[config.mk]
export PLATFORM = sky130hd
export DESIGN_NAME = univ_shift_reg
export DESIGN_NICKNAME = d
export VERILOG_FILES = /design/src/rtl/shift_pkg.sv /design/src/rtl/shift_op.sv /design/src/rtl/univ_shift_reg.sv
export SDC_FILE = /design/constraint.sdc
export NUM_CORES = 1
export LEC_CHECK = 0
export CAP_MARGIN = 0
export CORE_MARGIN = 4
export CORE_UTILIZATION = 46
export CTS_CLUSTER_SIZE = 30
export DETAILED_ROUTE_END_ITERATION = 6
export GPL_ROUTABILITY_DRIVEN = 1
export HOLD_SLACK_MARGIN = 0.08
export PLACE_DENSITY = 0.78
export SLEW_MARGIN = 20
export SYNTH_ARGS = -nofsm -noshare
export SYNTH_HDL_FRONTEND = slang
export SYNTH_SLANG_ARGS = --single-unit
[constraint.sdc]
create_clock -name clock -period 2.29 [get_ports clock]
set_input_delay 0.458 -clock clock [delete_from_list [all_inputs] [get_ports clock]]
set_output_delay 0.458 -clock clock [all_outputs]
set_load 0.05 [all_outputs]
[src/rtl/shift_pkg.sv]
// Shared mode encodings, FSM state type and burst-mode classifier for the
// universal shift register and its next-value function.
package shift_pkg;

  localparam logic [2:0] MODE_HOLD = 3'b000;
  localparam logic [2:0] MODE_SHL  = 3'b001;
  localparam logic [2:0] MODE_SHR  = 3'b010;
  localparam logic [2:0] MODE_LOAD = 3'b011;
  localparam logic [2:0] MODE_ROL  = 3'b100;
  localparam logic [2:0] MODE_ROR  = 3'b101;
  localparam logic [2:0] MODE_ASR  = 3'b110;
  localparam logic [2:0] MODE_CLR  = 3'b111;

  typedef enum logic {
    S_IDLE  = 1'b0,
    S_BURST = 1'b1
  } state_t;

  // Only the shift and rotate modes may be repeated by the burst engine.
  function automatic logic is_burst_mode(input logic [2:0] m);
    return (m == MODE_SHL) || (m == MODE_SHR) || (m == MODE_ROL) ||
           (m == MODE_ROR) || (m == MODE_ASR);
  endfunction

endpackage

[src/rtl/shift_op.sv]
// Combinational next-value function: one operation of the selected mode
// applied to the current register contents.
module shift_op
  import shift_pkg::*;
#(
  parameter int WIDTH = 8
) (
  input  logic [WIDTH-1:0] q_i,
  input  logic [2:0]       mode_i,
  input  logic             ser_in_r_i,
  input  logic             ser_in_l_i,
  input  logic [WIDTH-1:0] load_data_i,
  output logic [WIDTH-1:0] next_q_o
);

  always_comb begin
    next_q_o = q_i;
    case (mode_i)
      MODE_HOLD: next_q_o = q_i;
      MODE_SHL:  next_q_o = {q_i[WIDTH-2:0], ser_in_r_i};
      MODE_SHR:  next_q_o = {ser_in_l_i, q_i[WIDTH-1:1]};
      MODE_LOAD: next_q_o = load_data_i;
      MODE_ROL:  next_q_o = {q_i[WIDTH-2:0], q_i[WIDTH-1]};
      MODE_ROR:  next_q_o = {q_i[0], q_i[WIDTH-1:1]};
      MODE_ASR:  next_q_o = {q_i[WIDTH-1], q_i[WIDTH-1:1]};
      MODE_CLR:  next_q_o = '0;
      default:   next_q_o = q_i;
    endcase
  end

endmodule

[src/rtl/univ_shift_reg.sv]
// WIDTH-bit register with per-cycle mode select, clock enable and a burst
// engine that repeats a latched shift/rotate for burst_len enabled cycles.
module univ_shift_reg
  import shift_pkg::*;
#(
  parameter int               WIDTH   = 8,
  parameter int               LEN_W   = 4,
  parameter logic [WIDTH-1:0] RST_VAL = '0
) (
  input  logic             clock,
  input  logic             Rst,
  input  logic             en,
  input  logic [2:0]       mode,
  input  logic [WIDTH-1:0] load_data,
  input  logic             ser_in_r,
  input  logic             ser_in_l,
  input  logic             burst_start,
  input  logic [LEN_W-1:0] burst_len,
  output logic [WIDTH-1:0] Q,
  output logic             ser_out_l,
  output logic             ser_out_r,
  output logic             busy,
  output logic             done,
  output state_t           dbg_state
);

  state_t           state_q, state_d;
  logic [WIDTH-1:0] q_q, q_d;
  logic [LEN_W-1:0] cnt_q, cnt_d;
  logic [2:0]       bmode_q, bmode_d;
  logic             busy_q, busy_d;
  logic             done_q, done_d;
  logic [2:0]       op_mode;
  logic [WIDTH-1:0] op_next;

  // While bursting, the live mode input is ignored in favour of the latched one.
  assign op_mode = (state_q == S_BURST) ? bmode_q : mode;

  shift_op #(.WIDTH(WIDTH)) u_op (
    .q_i        (q_q),
    .mode_i     (op_mode),
    .ser_in_r_i (ser_in_r),
    .ser_in_l_i (ser_in_l),
    .load_data_i(load_data),
    .next_q_o   (op_next)
  );

  always_comb begin
    q_d     = q_q;
    state_d = state_q;
    cnt_d   = cnt_q;
    bmode_d = bmode_q;
    busy_d  = busy_q;
    done_d  = 1'b0;
    if (en) begin
      case (state_q)
        S_IDLE: begin
          if (burst_start && is_burst_mode(mode)) begin
            bmode_d = mode;
            cnt_d   = burst_len;
            if (burst_len == '0) begin
              done_d = 1'b1;
            end else begin
              state_d = S_BURST;
              busy_d  = 1'b1;
            end
          end else begin
            q_d = op_next;
          end
        end
        S_BURST: begin
          q_d   = op_next;
          cnt_d = cnt_q - LEN_W'(1);
          if (cnt_q == LEN_W'(1)) begin
            state_d = S_IDLE;
            busy_d  = 1'b0;
            done_d  = 1'b1;
          end
        end
        default: state_d = S_IDLE;
      endcase
    end
  end

  always_ff @(posedge clock) begin
    if (Rst) begin
      q_q     <= RST_VAL;
      state_q <= S_IDLE;
      cnt_q   <= '0;
      bmode_q <= MODE_HOLD;
      busy_q  <= 1'b0;
      done_q  <= 1'b0;
    end else begin
      q_q     <= q_d;
      state_q <= state_d;
      cnt_q   <= cnt_d;
      bmode_q <= bmode_d;
      busy_q  <= busy_d;
      done_q  <= done_d;
    end
  end

  assign Q         = q_q;
  assign ser_out_l = q_q[WIDTH-1];
  assign ser_out_r = q_q[0];
  assign busy      = busy_q;
  assign done      = done_q;
  assign dbg_state = state_q;

endmodule

==> results of run 1 <==
## routing by layer
layer,share of wire (%),track usage (%)
met3,6.6,6.01
met5,0,0
met2,49,32.1
met4,1.5,5.96
met1,43,22.0
## cell type report
class	instances	area [um2]
Clock buffer	4	36.3
Fill cell	185	716
Inverter	4	15.0
Multi-Input combinational cell	104	717
Sequential cell	18	360
Tap cell	28	35.0
Timing Repair Buffer	45	418
## cells by family (layout without fill, tap and decap cells)
| logic type | after synthesis | after routing | share of synthesized area [%] |
|---|---|---|---|
| compound gates | 44 | 44 | 29.7 |
| xor+xnor | 1 | 1 | 0.764 |
| fa+ha+maj | 2 | 2 | 2.18 |
| buf+inv | 12 | 53 | 6.00 |
| flops | 18 | 18 | 31.4 |
| mux | 8 | 8 | 8.30 |
| simple gates | 49 | 49 | 21.6 |
## flip-flops by register name, indices dropped and copies added (netlist names)
signal	flops
Q	8
bmode_q	3
busy	1
cnt_q	4
dbg_state	1
done	1
## per-stage QoR
stage	setup TNS [ps]	total power, W	instance area (um2)	worst slack (ps)	hold slack [ps]
2_1_floorplan	0	0.000566	1150	201	446
3_3_place_gp	0	0.000674	1550	99.3	463
3_5_place_dp	-0.106	0.000681	1550	-0.106	463
4_1_cts	0	0.000887	1580	241	478
5_1_grt	0	0.000935	1580	182	509
6_report	0	0.000883	1580	246	476
## power breakdown
| group | switching (W) | internal [W] | total, W |
|---|---|---|---|
| registers | 0.0000265 | 0.000335 | 0.000362 |
| clock network | 0.000109 | 0.0000970 | 0.000206 |
| logic | 0.000174 | 0.000142 | 0.000315 |
## cell usage after synthesis, drive strengths merged (2+ instances only)
| master | n |
|---|---|
| a21oi | 8 |
| a211oi | 5 |
| a31oi | 2 |
| nor3 | 6 |
| mux2i | 5 |
| buf | 5 |
| nand3 | 3 |
| a222oi | 3 |
| nor2 | 14 |
| dfxtp | 18 |
| nand2 | 10 |
| nor2b | 4 |
| clkbuf | 3 |
| mux2 | 3 |
| o21ai | 4 |
| a2111oi | 2 |
| nor3b | 3 |
| a21o | 2 |
| inv | 4 |
| a31o | 2 |
| a221oi | 3 |
| nor4 | 3 |
| ha | 2 |
## placed cells by master, fill, tap and decap left out, types with 3 or more instances in the layout
cell             Yosys  routed
clkbuf_4             0       3
nor2b_1              4       4
dfxtp_1             18      18
nor2_1              13      13
a211oi_1             5       5
nor3b_1              3       3
nand3_1              3       3
mux2i_1              4       4
a222oi_1             3       3
nand2_1             10      10
o21ai_0              3       3
nor3_1               6       6
a21oi_1              7       7
buf_4                2      13
inv_1                4       4
clkdlybuf4s50_1      0      32
a221oi_1             3       3
nor4_1               3       3
## worst max path at each step
stage | end | slack [ps] | depth (start not counted)
6_report | Q[0] | 250 | 1
3_5_place_dp | Q[5] | -0.1 | 6
3_3_place_gp | Q[5] | 100 | 6
5_1_grt | Q[0] | 180 | 1
2_1_floorplan | Q[3] | 200 | 7
4_1_cts | Q[0] | 240 | 1
==> qor.yml, run 1 <==
drtIter0Drc: 44
grt_pass1_wl_mm: 4.93
finalHoldViolations: 0
dp_cells: 199
drt_wl_total_mm: 3.14
maxSlewHeadroom_pct: 66.8
layout.cells.non_filler: 203
peakVddDrop_v: 0.000507
drt_pass1_iterations: 6
cts_tree: "done"
final_util_pct: 68.8
h-tree-depth: 1
reg2reg_to: "Q[5]"
synth_ff_type: "dfxtp_1"
ctsResizeCount: 0
synth_edf_count: 0
crit_type: "flop to output port"
syn_to_final_growth_pct: 38.0
hold_class: "flop to flop"
cp.required_ps: 1830
timing.fmax_mhz: 489
cts_setup_buffers: 0
die_area_um2: 3350
maxCapViolCount: 0
numCtsBuffers: 3
grt_usage_pct: 18.7
ys_seq_area_share_pct: 31.4
wl_per_cell_um: 15.5
grt_max_degree: 16
regToRegSetupSlack_ps: 390
synth_top_cell_by_area: "dfxtp_1"
yosysTopAreaCellShare_pct: 31.4
drive_gt1_share_pct: 14.9
syn-num-nets: 157
cp_top_family: "buffers and inverters"
diodes: 0
ff2ff_path_depth: 6
critPathBufInv: 1
post_drt_via_cell_ratio: 6.02
drv_slew: 0
dpl.hpwl_mm: 2.42
synth_seq_cells: 18
drtAntennaViolNets: 0
die-width_um: 57.9
cts_hold_buf: 0
netlist_area_um2: 1150
cts-root-buf: "clkbuf_4"
skew_ps: 9.13
p_per_area_nw_per_um2: 558
slowest_delay_ps: 840
status: "completed"
worstPathCellList: "clkdlybuf4s50_1"
avgSynthCellArea_um2: 8.55
syn_inst: 134
antenna_found_initial: 0
placeableCoreArea_um2: 2300
clock_latency_ps: 300
min_path_cells: 2
max_slew.worst_pin.slew_ps: 497
finalSetupViolCount: 0
die_h_um: 57.9
fin_crit_sh_pct: 89.3
ioPinCount: 34
io_buffers: 33
end_kind: "output port"
yosysWarnings: 0
vias: 1222
clk_pin_slew_ps: 110
start_util_pct: 49.9
critPathSlowestCell: "clkdlybuf4s50_1"
ys_async_sr_fraction_pct: 0
power.leakage_nw: 0.584
gp_congestion: 0.832
rows: 17
grt_pass1_vias: 1126
hold_path_end: "cnt_q[3]"
clock_sinks: 18
fin_crit_ps: 2040
hp-start: "cnt_q[3]"
drc_errors: 0
synthDistinctLibCells: 51
final_nets: 199
arrival_ps: 1590
cp_max_fo: 5
r2r-start: "dbg_state"
crit_path_start: "Q[0]"
crit_path_start_kind: "flop"
overflow: 0
synth.area.top_cells: "dfxtp_1 (31%), nor2_1 (4.3%), mux2i_1 (3.5%), a211oi_1 (3.3%), nand2_1 (3.3%)"
rsz0062_at_grt: "no"
clockBufferDepth: 2
No activity file was read; power rests on OpenSTA's default activity.
==> run 2, diff against run 1 <==
--- a/config.mk
+++ b/config.mk
@@ -6,11 +6,12 @@
 export NUM_CORES = 1
 export LEC_CHECK = 0
 export CAP_MARGIN = 0
-export CORE_MARGIN = 4
+export CORE_MARGIN = 8
 export CORE_UTILIZATION = 46
 export CTS_CLUSTER_SIZE = 30
 export DETAILED_ROUTE_END_ITERATION = 6
 export GPL_ROUTABILITY_DRIVEN = 1
+export GPL_TIMING_DRIVEN = 0
 export HOLD_SLACK_MARGIN = 0.08
 export PLACE_DENSITY = 0.78
 export SLEW_MARGIN = 20
==> qor.yml, run 2 (same netlist as run 1, synthesis figures left out) <==
drt_pass1_iterations: 4
fin_crit_sh_pct: 94.2
antenna_found_initial: 0
syn_to_final_growth_pct: 35.7
wl_per_cell_um: 16.3
drtIter0Drc: 70
peakVddDrop_v: 0.000360
final_cell_mix: "clkdlybuf4s50_1 (33), dfxtp_1 (18), nor2_1 (13)"
grt_usage_pct: 15.3
overflow: 0
placeableCoreArea_um2: 2410
pwr-share-clk_pct: 23.7
clockBufferDepth: 2
maxCapViolCount: 0
numCtsBuffers: 3
clk_pin_slew_ps: 120
r2r-start: "dbg_state"
gp_congestion: 0.897
cts_tree: "done"
critPathCapture: "Q[5]"
crit_type: "input port to flop"
grt_pass1_wl_mm: 5.33
p_per_area_nw_per_um2: 567
post_drt_via_cell_ratio: 6.10
cp_max_fo: 7
drive_gt1_share_pct: 11.1
fin_crit_ps: 2160
layout.cells.non_filler: 201
regToRegSetupSlack_ps: 270
intPower_w: 0.000568
final_common_cell: "clkdlybuf4s50_1"
status: "completed"
io_buffers: 33
die_h_um: 65.9
die-width_um: 65.9
cts_setup_buffers: 0
cp.required_ps: 2530
netSwitchingFraction_pct: 35.6
grt_pass1_vias: 1199
maxSlewHeadroom_pct: 47.1
rows: 18
dpl.hpwl_mm: 2.53
rsz0062_at_grt: "no"
timing.fmax_mhz: 463
seq_power_share_pct: 40.7
dp_cells: 197
largest_register_ffs: 8
h-tree-depth: 1
start_util_pct: 47.6
worst_hold_slack_ps: 482
clock_sinks: 18
drv_slew: 0
crit_path_start_kind: "input port"
die_area_um2: 4340
ioPinCount: 34
combPwrFrac_pct: 35.6
grt_max_degree: 11
clock_latency_ps: 310
ff2ff_path_depth: 7
final_util_pct: 64.5
crit_path_start: "mode[0]"
min_path_cells: 2
hold_class: "flop to flop"
arrival_ps: 2400
power.leakage_nw: 0.554
final_nets: 195
diodes: 0
drtAntennaViolNets: 0
skew_ps: 12.2
p_sw_w: 0.000314
drt_wl_total_mm: 3.28
finalSetupViolCount: 0
finalHoldViolations: 0
max_slew.worst_pin.slew_ps: 787
vias: 1226
cts-root-buf: "clkbuf_4"
reg2reg_to: "Q[3]"
end_kind: "flop"
drc_errors: 0
==> run 2: cell types whose count changed in the layout (fill, tap and decap cells not counted), sizes merged <==
| cell | change |
|---|---|
| buf | -8 |
| clkbuf | +3 |
| clkdlybuf4s50 | +1 |
==> run 2: layout make-up <==
type / count / area, um2
fill: 203 / 855
inverter: 4 / 15.0
sequential: 18 / 360
tap: 30 / 37.5
buffer: 8 / 53.8
clock buffer: 4 / 36.3
multi-input combinational: 104 / 722
timing repair buffer: 33 / 330
==> run 2: power groups by stage <==
| stage | sequential, W | clock, W | combinational [W] |
|---|---|---|---|
| floorplan | 0.000408 | 0 | 0.000158 |
| global placement | 0.000364 | 0 | 0.000304 |
| detailed placement | 0.000366 | 0 | 0.000311 |
| CTS | 0.000359 | 0.000212 | 0.000312 |
| global route | 0.000362 | 0.000223 | 0.000338 |
| finish | 0.000359 | 0.000209 | 0.000314 |
==> run 2: per-layer routing <==
| metal | track usage (%) | routed length [um] |
|---|---|---|
| met1 | 15.9 | 1330 |
| met2 | 27.9 | 1650 |
| met3 | 3.73 | 227 |
| met4 | 7.08 | 69 |
| met5 | 0 | 0 |
==> run 2: what timing repair did <==
| action | CTS | global route |
|---|---|---|
| setup endpoints to repair | 0 | 3 |
| endpoints found under the hold margin | 0 | 0 |
| resized for setup | 0 | 1 |
| hold buffers | 0 | 0 |
==> run 2: per-stage QoR <==
step | setup TNS [ps] | total power, W | worst slack (ps) | area [um2]
finish | 0 | 0.000882 | 132 | 1560
global route | 0 | 0.000923 | 9.43 | 1560
CTS | 0 | 0.000883 | 100 | 1550
detailed placement | -1180 | 0.000677 | -225 | 1510
global placement | -569 | 0.000668 | -166 | 1510
floorplan | 0 | 0.000566 | 201 | 1150
==> run 2: how the worst min path moves through the flow <==
stage | from | end
after global routing | bmode_q[2] | bmode_q[2]
after floorplan | bmode_q[0] | bmode_q[0]
final | bmode_q[2] | bmode_q[2]
after detailed placement | bmode_q[2] | bmode_q[2]
after global placement | cnt_q[3] | cnt_q[3]
after CTS | bmode_q[2] | bmode_q[2]
==> run 2: critical path, cell delays in order <==
cell	delay (ps)
clkdlybuf4s50_1	480
nor3_1	380
o31ai_2	180
or2_1	270
buf_6	140
or3_4	380
a21oi_2	110
==> run 3, diff against run 2 <==
--- a/config.mk
+++ b/config.mk
@@ -10,10 +10,10 @@
 export CORE_UTILIZATION = 46
 export CTS_CLUSTER_SIZE = 30
 export DETAILED_ROUTE_END_ITERATION = 6
-export GPL_ROUTABILITY_DRIVEN = 1
 export GPL_TIMING_DRIVEN = 0
 export HOLD_SLACK_MARGIN = 0.08
 export PLACE_DENSITY = 0.78
+export SETUP_SLACK_MARGIN = 0.05
 export SLEW_MARGIN = 20
 export SYNTH_ARGS = -nofsm -noshare
 export SYNTH_HDL_FRONTEND = slang
==> qor.yml, run 3 (same netlist as run 1, synthesis figures left out) <==
status: "completed"
slowest_delay_ps: 790
r2r-start: "dbg_state"
largest_register_ffs: 8
numCtsBuffers: 3
drtIter0Drc: 79
syn_to_final_growth_pct: 36.1
die-width_um: 65.9
ff2ff_path_depth: 7
power.leakage_nw: 0.555
die_area_um2: 4340
worstPathCellList: "buf_4 -> clkdlybuf4s50_1"
cp_top_family: "buffers and inverters"
gp_congestion: 0.897
h-tree-depth: 1
timing.fmax_mhz: 466
final_cell_mix: "clkdlybuf4s50_1 (33), dfxtp_1 (18), nor2_1 (13)"
cts_hold_buf: 0
clk_pin_slew_ps: 120
critPathSlowestCell: "clkdlybuf4s50_1"
drv_slew: 0
tns_ps: 0
fin_crit_ps: 2150
vias: 1220
drc_errors: 0
p_per_area_nw_per_um2: 566
critPathBufInv: 2
clockBufferDepth: 2
max_slew.worst_pin.slew_ps: 793
io_buffers: 33
arrival_ps: 1690
min_path_cells: 2
netSwitchingFraction_pct: 35.7
fin_crit_sh_pct: 93.8
rows: 18
finalSetupViolCount: 0
peakVddDrop_v: 0.000361
worst_hold_slack_ps: 482
post_drt_via_cell_ratio: 6.07
reg2reg_to: "Q[3]"
dpl.hpwl_mm: 2.53
grt_max_degree: 11
final_nets: 195
end_kind: "output port"
grt_pass1_vias: 1199
cts-root-buf: "clkbuf_4"
hold_class: "flop to flop"
start_util_pct: 47.6
grt_pass1_wl_mm: 5.33
regToRegSetupSlack_ps: 250
drive_gt1_share_pct: 11.7
finalHoldViolations: 0
cp.required_ps: 1830
seq_power_share_pct: 40.7
die_h_um: 65.9
rsz0062_at_grt: "no"
ioPinCount: 34
drt_pass1_iterations: 4
p_total_w: 0.000883
cts_tree: "done"
cp_max_fo: 5
combPwrFrac_pct: 35.7
skew_ps: 13.0
grt_usage_pct: 15.3
placeableCoreArea_um2: 2410
overflow: 0
drt_wl_total_mm: 3.29
hp-start: "bmode_q[2]"
intPower_w: 0.000568
clock_latency_ps: 310
hold_path_end: "bmode_q[2]"
maxCapViolCount: 0
pwr-share-clk_pct: 23.7
p_sw_w: 0.000315
clock_sinks: 18
maxSlewHeadroom_pct: 46.7
crit_type: "flop to output port"
crit_path_start_kind: "flop"
final_common_cell: "clkdlybuf4s50_1"
drtAntennaViolNets: 0
wl_per_cell_um: 16.3
diodes: 0
antenna_found_initial: 0
[run 3: area by class of cell]
class,instances,area (um2)
buffer,8,53.8
clock buffer,4,36.3
fill,201,850
inverter,4,15.0
multi-input combinational,104,727
sequential,18,360
tap,30,37.5
timing repair buffer,33,330
[run 3: power groups by stage]
| stage | registers [W] | clock network (W) | logic, W |
|---|---|---|---|
| finish | 0.000359 | 0.000209 | 0.000315 |
| global route | 0.000362 | 0.000223 | 0.000339 |
| CTS | 0.000359 | 0.000212 | 0.000312 |
| detailed placement | 0.000366 | 0 | 0.000311 |
| global placement | 0.000364 | 0 | 0.000304 |
| floorplan | 0.000408 | 0 | 0.000158 |
[run 3: worst max path at each step]
| stage | startpoint | to | slack [ps] | cells after the start |
|---|---|---|---|---|
| floorplan | dbg_state | Q[3] | 200 | 7 |
| global placement | mode[1] | Q[3] | -170 | 7 |
| detailed placement | mode[1] | Q[4] | -230 | 7 |
| CTS | mode[1] | Q[4] | 100 | 7 |
| global route | mode[1] | bmode_q[1] | 80 | 6 |
| finish | Q[0] | Q[0] | 140 | 2 |
[run 3: worst min-delay path: stages, from the launching register on]
cell and delay, ps:
dfxtp_1 340, nand2_1 50, a21oi_1 50
[run 3: what timing repair did]
| action | CTS | global route |
|---|---|---|
| setup endpoints to repair | 0 | 3 |
| resized for setup | 0 | 2 |
| buffers inserted | 0 | 0 |
[run 3: per-layer routing]
metal	part of all wire (%)	vias up	GRT usage, %
li1	-	594	-
met1	40	579	15.9
met2	51	40	27.9
met3	7.5	7	3.73
met4	1.8	0	7.08
met5	0	-	0
[run 3: through the flow]
step | instance area [um2] | setup slack (ps) | instances | utilization, %
floorplan | 1150 | 201 | 134 | -
global placement | 1510 | -166 | 197 | 62.8
detailed placement | 1510 | -225 | 197 | 62.8
CTS | 1550 | 100 | 201 | 64.3
global route | 1560 | 77.8 | 201 | 64.7
finish | 1560 | 143 | 201 | 64.7
